===== src/rtl/autotest_pkg.sv =====
// Shared types and constants for the autotest harness result path.
package autotest_pkg;

  typedef enum logic [2:0] {
    IDLE,
    RESET_UUT,
    RUN,
    SEND,
    DONE
  } packer_state_t;

  localparam logic [7:0]  STATUS_OK      = 8'h00;
  localparam logic [7:0]  STATUS_TIMEOUT = 8'hFF;
  localparam int unsigned COUNT_BYTES    = 4;

endpackage


===== src/rtl/sync_2ff.sv =====
// Two-flop level synchronizer for a single asynchronous input, reset to 0.
module sync_2ff (
  input  logic clk,
  input  logic rst,
  input  logic d,
  output logic q
);

  logic meta;

  always_ff @(posedge clk or posedge rst) begin
    if (rst) begin
      meta <= 1'b0;
      q    <= 1'b0;
    end else begin
      meta <= d;
      q    <= meta;
    end
  end

endmodule


===== src/rtl/uut_result_packer.sv =====
// Releases the UUT from reset, times it until completion or timeout, then
// streams {count, result, status} as a byte record over valid/ready.
module uut_result_packer
  import autotest_pkg::*;
#(
  parameter int unsigned OUTPUT_SIZE    = 32,
  parameter int unsigned RST_CYCLES     = 16,
  parameter int unsigned TIMEOUT_CYCLES = 2**24
) (
  input  logic                   clk,
  input  logic                   rst,
  input  logic                   start,
  output logic                   rst_uut,
  input  logic                   end_uut,
  input  logic [OUTPUT_SIZE-1:0] output_from_UUT,
  output logic [7:0]             byte_data,
  output logic                   byte_valid,
  input  logic                   byte_ready,
  output logic                   busy,
  output logic                   done
);

  localparam int unsigned RESULT_BYTES = OUTPUT_SIZE / 8;
  localparam int unsigned NB           = COUNT_BYTES + RESULT_BYTES + 1;
  localparam int unsigned IDX_W        = $clog2(NB);
  localparam int unsigned REC_W        = 8 * NB;

  localparam logic [31:0]      RST_LAST     = 32'(RST_CYCLES - 1);
  localparam logic [31:0]      TIMEOUT_LAST = 32'(TIMEOUT_CYCLES - 1);
  localparam logic [IDX_W-1:0] LAST_IDX     = IDX_W'(NB - 1);
  localparam logic [IDX_W-1:0] IDX_ONE      = IDX_W'(1);

  packer_state_t state, next_state;

  logic [31:0]            cnt;
  logic [31:0]            count_reg;
  logic [OUTPUT_SIZE-1:0] result_reg;
  logic [7:0]             status_reg;
  logic [IDX_W-1:0]       idx;
  logic                   s2;
  logic                   s2_d;
  logic                   end_edge;
  logic                   timeout_hit;
  logic [REC_W-1:0]       record;

  sync_2ff u_sync (
    .clk (clk),
    .rst (rst),
    .d   (end_uut),
    .q   (s2)
  );

  assign end_edge    = s2 & ~s2_d;
  assign timeout_hit = (cnt == TIMEOUT_LAST);
  assign record      = {count_reg, result_reg, status_reg};

  always_ff @(posedge clk or posedge rst) begin
    if (rst) state <= IDLE;
    else     state <= next_state;
  end

  always_comb begin
    next_state = state;
    rst_uut    = 1'b1;
    byte_valid = 1'b0;
    busy       = 1'b1;
    done       = 1'b0;
    case (state)
      IDLE: begin
        busy = 1'b0;
        if (start) next_state = RESET_UUT;
      end
      RESET_UUT: begin
        if (cnt == RST_LAST) next_state = RUN;
      end
      RUN: begin
        rst_uut = 1'b0;
        if (end_edge || timeout_hit) next_state = SEND;
      end
      SEND: begin
        byte_valid = 1'b1;
        if (byte_ready && (idx == LAST_IDX)) next_state = DONE;
      end
      DONE: begin
        done       = 1'b1;
        next_state = IDLE;
      end
      default: next_state = IDLE;
    endcase
  end

  // Record bytes go out MSB first; byte_data idles at zero outside SEND.
  always_comb begin
    byte_data = '0;
    if (state == SEND) begin
      for (int unsigned i = 0; i < NB; i++) begin
        if (idx == IDX_W'(i)) byte_data = record[8*(NB-1-i) +: 8];
      end
    end
  end

  // One counter serves both the reset hold and the run timer; it is
  // cleared on the RESET_UUT->RUN transition so RUN starts at zero.
  always_ff @(posedge clk or posedge rst) begin
    if (rst) begin
      cnt        <= '0;
      idx        <= '0;
      count_reg  <= '0;
      result_reg <= '0;
      status_reg <= STATUS_OK;
      s2_d       <= 1'b0;
    end else begin
      s2_d <= s2;
      case (state)
        IDLE: cnt <= '0;
        RESET_UUT: begin
          if (cnt == RST_LAST) cnt <= '0;
          else                 cnt <= cnt + 32'd1;
        end
        RUN: begin
          cnt <= cnt + 32'd1;
          if (end_edge || timeout_hit) begin
            count_reg  <= cnt;
            result_reg <= output_from_UUT;
            status_reg <= end_edge ? STATUS_OK : STATUS_TIMEOUT;
            idx        <= '0;
          end
        end
        SEND: begin
          if (byte_ready && (idx != LAST_IDX)) idx <= idx + IDX_ONE;
        end
        default: ;
      endcase
    end
  end

endmodule


===== config.mk =====
export PLATFORM = sky130hd
export DESIGN_NAME = uut_result_packer
export DESIGN_NICKNAME = d
export VERILOG_FILES = /design/src/rtl/autotest_pkg.sv /design/src/rtl/sync_2ff.sv /design/src/rtl/uut_result_packer.sv
export SDC_FILE = /design/constraint.sdc
export NUM_CORES = 1
export LEC_CHECK = 0
export BUFFER_PORTS_ARGS = -buffer_cell sky130_fd_sc_hd__buf_2
export CORE_MARGIN = 2
export CORE_UTILIZATION = 45
export CTS_CLUSTER_SIZE = 40
export DETAILED_ROUTE_END_ITERATION = 16
export GPL_TIMING_DRIVEN = 1
export MAX_ROUTING_LAYER = met4
export PLACE_DENSITY = 0.66
export SYNTH_ARGS = -nofsm -noshare
export SYNTH_HDL_FRONTEND = slang
export SYNTH_SLANG_ARGS = --single-unit

===== constraint.sdc =====
create_clock -name clk -period 3.2 [get_ports clk]
set_clock_uncertainty 0.05 [all_clocks]
set_input_delay 0.32 -clock clk [delete_from_list [all_inputs] [get_ports clk]]
set_output_delay 0.32 -clock clk [all_outputs]
set_load 0.02 [all_outputs]

==> results of run 1 <==
[area by class of cell]
| cell class | instances | area [µm²] |
|---|---|---|
| Tap cell | 143 | 179 |
| Inverter | 11 | 43.8 |
| Clock inverter | 4 | 50.0 |
| Fill cell | 1027 | 5480 |
| Clock buffer | 11 | 253 |
| Sequential cell | 107 | 2680 |
| Timing Repair Buffer | 58 | 315 |
| Multi-Input combinational cell | 331 | 2370 |
[worst max-delay path by stage]
stage	depth (start not counted)	slack [ps]	endpoint
after floorplan	1	10	cnt[0]
after global placement	7	540	byte_data[5]
after detailed placement	7	440	byte_data[5]
after CTS	7	80	byte_data[5]
after global routing	6	50	byte_data[3]
final	6	220	byte_data[5]
[cell families (layout without fill, tap and decap cells)]
kind of cell | Yosys count | after routing
buffers and inverters | 43 | 84
DFF | 107 | 107
adders and majority gates | 5 | 5
and+or+nand+nor | 158 | 158
xor gates and xnor gates | 31 | 31
AOI/OAI and AO/OA | 79 | 79
muxes | 58 | 58
[routing by layer]
| metal | track usage, % | share of wire, % | vias to the layer above |
|---|---|---|---|
| met5 | - | 0 | - |
| met4 | 8.15 | 1.6 | 0 |
| met3 | 2.94 | 3.9 | 13 |
| met2 | 29.7 | 47 | 85 |
| met1 | 27.9 | 47 | 1911 |
| li1 | - | - | 1809 |
[critical path, stage by stage, from the launching register on]
cell,delay (ps)
dfrtp_1,440
ha_1,240
buf_4,200
nor3_1,710
a211oi_1,190
a211oi_1,270
buf_2,210
[stage by stage]
step / hold slack [ps] / total power, W / utilization (%) / cell area (µm²) / setup slack (ps)
finish: 21.0 / 0.00455 / 51.8 / 5890 / 215
detailed placement: 286 / 0.00344 / 49.1 / 5580 / 442
CTS: 10.4 / 0.00458 / 51.7 / 5880 / 80.8
global route: 12.4 / 0.00485 / 51.8 / 5890 / 50.0
global placement: 282 / 0.00339 / 49.1 / 5580 / 543
floorplan: 281 / 0.00303 / - / 5240 / 12.8
[what timing repair did]
item                       in CTS  in global routing
setup endpoints to repair       0                  8
resized for setup               0                  2
hold buffers                    0                  0
[placed cells by master, fill, tap and decap left out, types with 8 or more instances in the layout]
cell type / count
xor2_1: 27
nor4_1: 8
mux2_2: 30
and3_1: 10
dfrtp_1: 107
buf_4: 10
clkbuf_16: 9
o21ai_0: 11
a22o_1: 9
nand3_1: 13
buf_2: 48
a21oi_1: 12
a22oi_1: 16
nor2_1: 54
inv_1: 10
mux2_1: 27
nand4_1: 17
nand2_1: 22
a211oi_1: 16
[power breakdown]
group / internal, W / leakage [nW] / switching [W]
logic: 0.000620 / 1.21 / 0.000876
registers: 0.00166 / 1.40 / 0.000265
clock network: 0.000644 / 0.144 / 0.000486
==> results.toml, run 1 <==
[outcome]
status = "completed"

[final_layout]
drive_above_1_share_pct = 21.3
diodes = 0
areaGrowthSynthToFinish_pct = 12.5
instances_no_fill = 665
final_nets = 560

[hold_path]
worstHoldPathCells = 1
hold_path.class = "primary input to register"
holdCritStartpoint = "end_uut"
min_to = "u_sync.meta"

[sta]
worst_slew_pin_slew_ps = 1060
fin_tns_setup_ps = 0
rsz0062_at_grt = "no"
setup_viol = 0
finalMaxSlewViolations = 0
fmax_mhz = 335
final.period_utilization_pct = 93.3
slew_headroom_pct = 29.6
hold_viol_final = 0
fin_crit_ps = 2980

[routing]
vias_per_cell = 5.74
drc = 0
wirelength_um = 11500
drt-wirelength-per-cell_um = 17.3
dr.pass1.iters = 4
num_vias = 3818
drt_iter0_drc = 297
antenna_left = 0

[clock_network]
clock_latency_ps = 350
clock_tree.root_cell = "clkbuf_16"
cts_htree_levels = 3
cts_max_path_buffers = 2
cts_tree = "done"
post_cts_buffers = 0
cts_buffers = 9
clkSinkCount = 107
cts.reportedPaths.clkPinSlew_ps = 70

[worst_setup_path]
critPathRequiredTime_ps = 2830
setup.worst_path.start_class = "register"
path_class = "register to output pin"
cp-startpoint = "idx[0]"
reg2reg_slack_ps = 610
arrival_ps = 2610
crit_path_end_kind = "output pin"
crit_fanout = 19
r2r_start = "cnt[0]"
r2r_cells = 7
reg2reg_to = "result_reg[29]"

[synthesis]
syn_inst = 481
synth.avg_cell_area_um2 = 10.9
synth_top_area_share_pct = 51.1
syn-cell-area_um2 = 5240
synth_area_leader_cell = "dfrtp_1"
ys_types = 44
yosysSeqAreaShare_pct = 51.1
synth_compound_gate_area_share_pct = 10.7
synthTopCellsByCount = "dfrtp_1, nor2_1, mux2_2"
synth_nets = 523
ys_warn_count = 0
synth-simple-area-share_pct = 15.6
synth_most_common_cell = "dfrtp_1"
muxShareOfSynthArea_pct = 12.5
synth-edff-count = 0
synth_ff_type = "dfrtp_1"
synth_top_family_by_area = "simple AND/OR/NAND/NOR gates"
ys_async_sr_fraction_pct = 100
synth-xor-area-share_pct = 5.19
synth_seq_cells = 107
synth_area_leaders = "dfrtp_1, mux2_2, mux2_1"
synth-adder-area-share_pct = 1.20

[die]
start_util_pct = 46.0
die_width_um = 112
rows = 39
core_area_um2 = 11400
io_pins = 49
die_area_um2 = 12500
fp.dieH_um = 112

[global_routing]
antenna_found_initial = 0
grt-ovfl-total = 0
first_global_vias = 3747
grt.total_usage_pct = 20.1
grt_max_degree = 87
grt_pass1_wl_um = 19400

[placement]
io_buffer_count = 48
placed_cells = 650
gp_congestion = 0.820
dpl.hpwl_um = 8130

[power_and_ir_drop]
powerDensity_nw_per_um2 = 773
leakagePower_nw = 2.75
peakVddDrop_v = 0.000511

[run]
drv_cap = 0
Power figures use the tool's default switching activity.
==> run 2, diff against run 1 <==
Settings changed: CORE_UTILIZATION 45 to 54, PLACE_DENSITY 0.66 to 0.77, RECOVER_POWER set to 25.
==> run 2 against run 1 <==
  * Flip-flop and latch count did not move
  * Combinational power barely moved
  * Die area fell by 16%
  * Sequential share of layout area rose by 0.74 points
  * Sequential power barely moved
  * Wire length fell by 1.9%
  * The run now ends with capacitance limit, slew limit left
  * Utilization rose by 10 points
  * Clock power fell by 26%
  * Via count rose by 1.9%
==> results.toml, run 2 (synthesis results as in run 1) <==
[sta]
finalMaxSlewViolations = 87
slew_headroom_pct = -17.9
fin_crit_ps = 2890
worst_slew_pin_slew_ps = 1770
hold_viol_final = 0
final.period_utilization_pct = 90.2
setup_viol = 0
rsz0062_at_grt = "no"
fin_tns_setup_ps = 0
fmax_mhz = 347
finalWorstSetupSlack_ps = 314

[global_routing]
grt_pass1_wl_um = 18700
grt-ovfl-total = 0
antenna_found_initial = 0
grt_max_degree = 87
first_global_vias = 3756
grt.total_usage_pct = 23.8

[routing]
drt_iter0_drc = 179
vias_per_cell = 5.93
drt-wirelength-per-cell_um = 17.3
antenna_left = 0
drc = 0
dr.pass1.iters = 7
num_vias = 3892
wirelength_um = 11300

[worst_setup_path]
slowest_delay_ps = 440
arrival_ps = 2520
critPathTopFamily = "compound AO/OA/AOI/OAI gates"
critPathBufInv = 3
critPathRequiredTime_ps = 2830
crit_cells = 9
cpMaxStageDelayCell = "dfrtp_1"
path_cells = "inv_1 -> ha_1 -> nor2b_1 -> buf_4 -> a22oi_1 -> o21ai_0 -> a211oi_1 -> a211oi_1 -> buf_2"
r2r_cells = 7
crit_path_end_kind = "output pin"
setup.worst_path.start_class = "register"
crit_fanout = 10
reg2reg_slack_ps = 570
r2r_start = "cnt[0]"
path_class = "register to output pin"
path_common_cell = "a211oi_1"
reg2reg_to = "result_reg[31]"

[die]
die_width_um = 102
fp.dieH_um = 102
start_util_pct = 56.1
core_area_um2 = 9330
rows = 35
die_area_um2 = 10500
io_pins = 49

[final_layout]
multi_input_area_um2 = 2370
drive_above_1_share_pct = 21.4
final_nets = 564
final_common_cell = "dfrtp_1"
areaGrowthSynthToFinish_pct = 10.7
diodes = 0
fillers = 743
mostFrequentLayoutCells = "dfrtp_1, nor2_1, buf_2, mux2_2"
regArea_um2 = 2680

[clock_network]
cts_htree_levels = 3
cts.reportedPaths.clkPinSlew_ps = 110
clock_latency_ps = 370
cts_max_path_buffers = 2
cts_tree = "done"
post_cts_buffers = 0
cts_buffers = 9
clock_tree.root_cell = "clkbuf_8"
clkSinkCount = 107

[placement]
gp_congestion = 0.869
dp_slack_ps = 498
dpl.hpwl_um = 7980
io_buffer_count = 48

[power_and_ir_drop]
leakagePower_nw = 2.72
peakVddDrop_v = 0.000336
powerDensity_nw_per_um2 = 740

[hold_path]
min_to = "result_reg[0]"
holdCritStartpoint = "output_from_UUT[0]"
hold_path.class = "primary input to register"
worstHoldPathCells = 2

[outcome]
status = "finished, violations left"
violations = "capacitance limit, slew limit"

[run]
drv_cap = 1
-- run 2: cell types whose count changed in the layout (fill, tap and decap cells not counted), sizes merged --
cell and change:
buf +3, clkbuf -1, dlygate4sd3 +1, inv +2
-- run 2: worst max-delay path by stage --
stage          startpoint      endpoint  slack [ps]
6_report           idx[1]  byte_data[5]         310
5_1_grt            idx[0]  byte_data[5]         180
4_1_cts            idx[0]  byte_data[5]         110
3_5_place_dp       idx[0]  byte_data[6]         500
3_3_place_gp       idx[0]  byte_data[6]         600
2_1_floorplan         rst        cnt[0]          10
-- run 2: final cells by class --
type | instances | share of cell area (%)
flip-flops and latches | 107 | 46.2
multi-input cells | 331 | 40.8
repair buffers | 62 | 6.00
well taps | 129 | 2.79
clock buffers | 10 | 2.20
clock inverters | 6 | 1.23
inverters | 11 | 0.713
-- run 2: routing by layer --
metal  share of wire, %  up-vias  wire length (µm)  global-route usage [%]
li1                   -     1816                 -                       -
met1                 45     1940              5100                    32.4
met2                 49      114              5520                    36.6
met3                4.1       22               459                    2.94
met4                2.1        0               239                    9.23
met5                  0        -                 0                       -
-- run 2: timing repair --
item                                    in CTS  in global routing
endpoints found under the hold margin        1                  0
hold buffers                                 1                  0
endpoints found under the setup margin       0                  8
resized for setup                            0                  1
-- run 2: worst register-to-register path, cell delays in order, from the launching register on --
cell and delay (ps):
dfrtp_1 410, ha_1 220, nand4_1 170, nor4_1 340, and4_1 370, o21a_1 150
buf_4 390, mux2_2 410
-- run 2: stage by stage --
stage / hold slack [ps] / utilization [%] / total power (W) / cells / cell area, µm²
2_1_floorplan: 281 / - / 0.00303 / 481 / 5240
3_3_place_gp: 284 / 59.9 / 0.00339 / 639 / 5580
3_5_place_dp: 292 / 59.9 / 0.00346 / 639 / 5580
4_1_cts: 104 / 62.1 / 0.00430 / 656 / 5790
5_1_grt: 105 / 62.1 / 0.00456 / 656 / 5790
6_report: 111 / 62.1 / 0.00429 / 656 / 5790
-- run 2: where the power goes --
group	switching [W]	internal, W	total (W)
Clock	0.000470	0.000370	0.000840
Combinational	0.000867	0.000646	0.00151
Sequential	0.000278	0.00166	0.00193
==> run 3, diff against run 2 <==
--- a/constraint.sdc
+++ b/constraint.sdc
@@ -3,3 +3,3 @@
 set_input_delay 0.32 -clock clk [delete_from_list [all_inputs] [get_ports clk]]
 set_output_delay 0.32 -clock clk [all_outputs]
-set_load 0.02 [all_outputs]
+set_load 0.005 [all_outputs]
==> run 3 against run 2 <==
  * The run still ends with capacitance limit, slew limit left
  * Sequential power about the same
  * Critical path depth stayed put
  * Worst hold slack got worse by 95 ps
  * Via count rose by 0.46%
  * Total power is essentially flat
  * Utilization increased by 0.17 points
  * Sequential share of layout area shrank 0.13 points
  * Final cell count fell by 0.15%
  * Clock power up 7.7%
  * Maximum frequency rose by 0.37%
  * Combinational power fell by 4%
  * Non-clock buffer count fell by 1
==> results.toml, run 3 (synthesis results as in run 1) <==
[outcome]
status = "finished, violations left"
violations = "capacitance limit, slew limit"

[worst_setup_path]
path_class = "register to output pin"
setup.worst_path.start_class = "register"
critPathRequiredTime_ps = 2830
cpMaxStageDelayCell = "dfrtp_1"
path_cells = "inv_1 -> ha_1 -> nor2b_1 -> buf_4 -> a22oi_1 -> o21ai_0 -> a211oi_1 -> a211oi_1 -> buf_2"
path_common_cell = "a211oi_1"
critPathBufInv = 3
critPathTopFamily = "compound AO/OA/AOI/OAI gates"
slowest_delay_ps = 440
arrival_ps = 2510
crit_path_end_kind = "output pin"
crit_fanout = 10

[run]
drv_cap = 1

[routing]
antenna_left = 0
drc = 0
num_vias = 3910
dr.pass1.iters = 5
drt-wirelength-per-cell_um = 17.7
vias_per_cell = 5.97
met3WireLength_um = 562
wirelength_um = 11600
routed-wl-met2_um = 5810
highest_layer = "met4"
drt_iter0_drc = 277
drt-met1-wl_um = 5010

[clock_network]
cts_buffers = 9
clkSinkCount = 107
cts_htree_levels = 3
clock_latency_ps = 360
cts_max_path_buffers = 2
cts_tree = "done"
holdBufCountCts = 0
cts.reportedPaths.clkPinSlew_ps = 90
cts_resized = 0
post_cts_buffers = 0
clock_tree.root_cell = "clkbuf_8"

[sta]
setup_viol = 0
fmax_mhz = 348
worst_slew_pin_slew_ps = 1750
hold_viol_final = 0
fin_crit_ps = 2880
slew_headroom_pct = -17.0
fin_tns_setup_ps = 0
rsz0062_at_grt = "no"
finalMaxSlewViolations = 87
final.period_utilization_pct = 89.9

[global_routing]
first_global_vias = 3890
grt_max_degree = 87
grt_pass1_wl_um = 19400
grt-ovfl-total = 0
antenna_found_initial = 0
grt.total_usage_pct = 24.5

[placement]
io_buffer_count = 48
dpl.hpwl_um = 8150
placed_cells = 639
gp_congestion = 0.894

[final_layout]
drive_above_1_share_pct = 21.5
final_nets = 563
areaGrowthSynthToFinish_pct = 11.0
fillers = 754
diodes = 0
final_common_cell = "dfrtp_1"
mostFrequentLayoutCells = "dfrtp_1, nor2_1, buf_2, mux2_2"
instances_no_fill = 655

[die]
rows = 35
fp.dieH_um = 102
die_width_um = 102
start_util_pct = 56.1
io_pins = 49
die_area_um2 = 10500
core_area_um2 = 9330

[power_and_ir_drop]
powerDensity_nw_per_um2 = 738
leakagePower_nw = 2.73
p_total_w = 0.00429
peakVddDrop_v = 0.000296

[hold_path]
hold_path.class = "primary input to register"
## run 3: cell types whose count changed in the layout (fill, tap and decap cells not counted), sizes merged
| cell | delta |
|---|---|
| clkinv | -1 |
| bufinv | +1 |
| dlygate4sd3 | -1 |
| clkbuf | +1 |
| inv | -1 |
## run 3: layout make-up
class	instances	area, µm²	area share (%)
clock buffer	11	141	2.43
clock inverter	5	83.8	1.44
inverter	11	41.3	0.711
multi-input combinational	331	2370	40.7
sequential	107	2680	46.1
tap	129	161	2.78
timing repair buffer	61	338	5.82
## run 3: worst reg2reg max path: cells and delay by family, from the launching register on
kind,cells,cell delay (ps)
DFF,1,420
adders and majority gates,1,230
and+or+nand+nor,3,830
AOI/OAI and AO/OA,1,150
buffers and inverters,1,390
muxes,1,420
## run 3: worst paths after layout
kind / from / endpoint / slack, ps / cells after the start
setup / recovery: idx[1] / byte_data[3] / 320 / 9
hold / removal: end_uut / u_sync.meta / 20 / 1
setup reg to reg: cnt[1] / result_reg[17] / 570 / 7
hold reg to reg: u_sync.meta / u_sync.q / 320 / 0
max in group asynchronous: rst / count_reg[29] / 1590 / 2
min in group asynchronous: rst / result_reg[14] / 460 / 2
## run 3: through the flow
stage	hold slack [ps]	area, µm²	worst slack, ps	utilization (%)
4_1_cts	6.50	5810	140	62.3
5_1_grt	7.64	5810	146	62.3
3_3_place_gp	283	5580	674	59.9
2_1_floorplan	281	5240	12.8	-
6_report	16.4	5810	325	62.3
3_5_place_dp	305	5580	551	59.9
## run 3: where the power goes
| group | total [W] | leakage (nW) | internal [W] | switching, W |
|---|---|---|---|---|
| registers | 0.00194 | 1.40 | 0.00166 | 0.000280 |
| logic | 0.00145 | 1.22 | 0.000643 | 0.000803 |
| clock network | 0.000905 | 0.106 | 0.000465 | 0.000440 |
## run 3: routing by layer
metal  track usage (%)  vias to the layer above
li1                  -                     1814
met1              31.9                     1951
met2              39.0                      123
met3              4.24                       22
met4              8.10                        0
met5                 -                        -
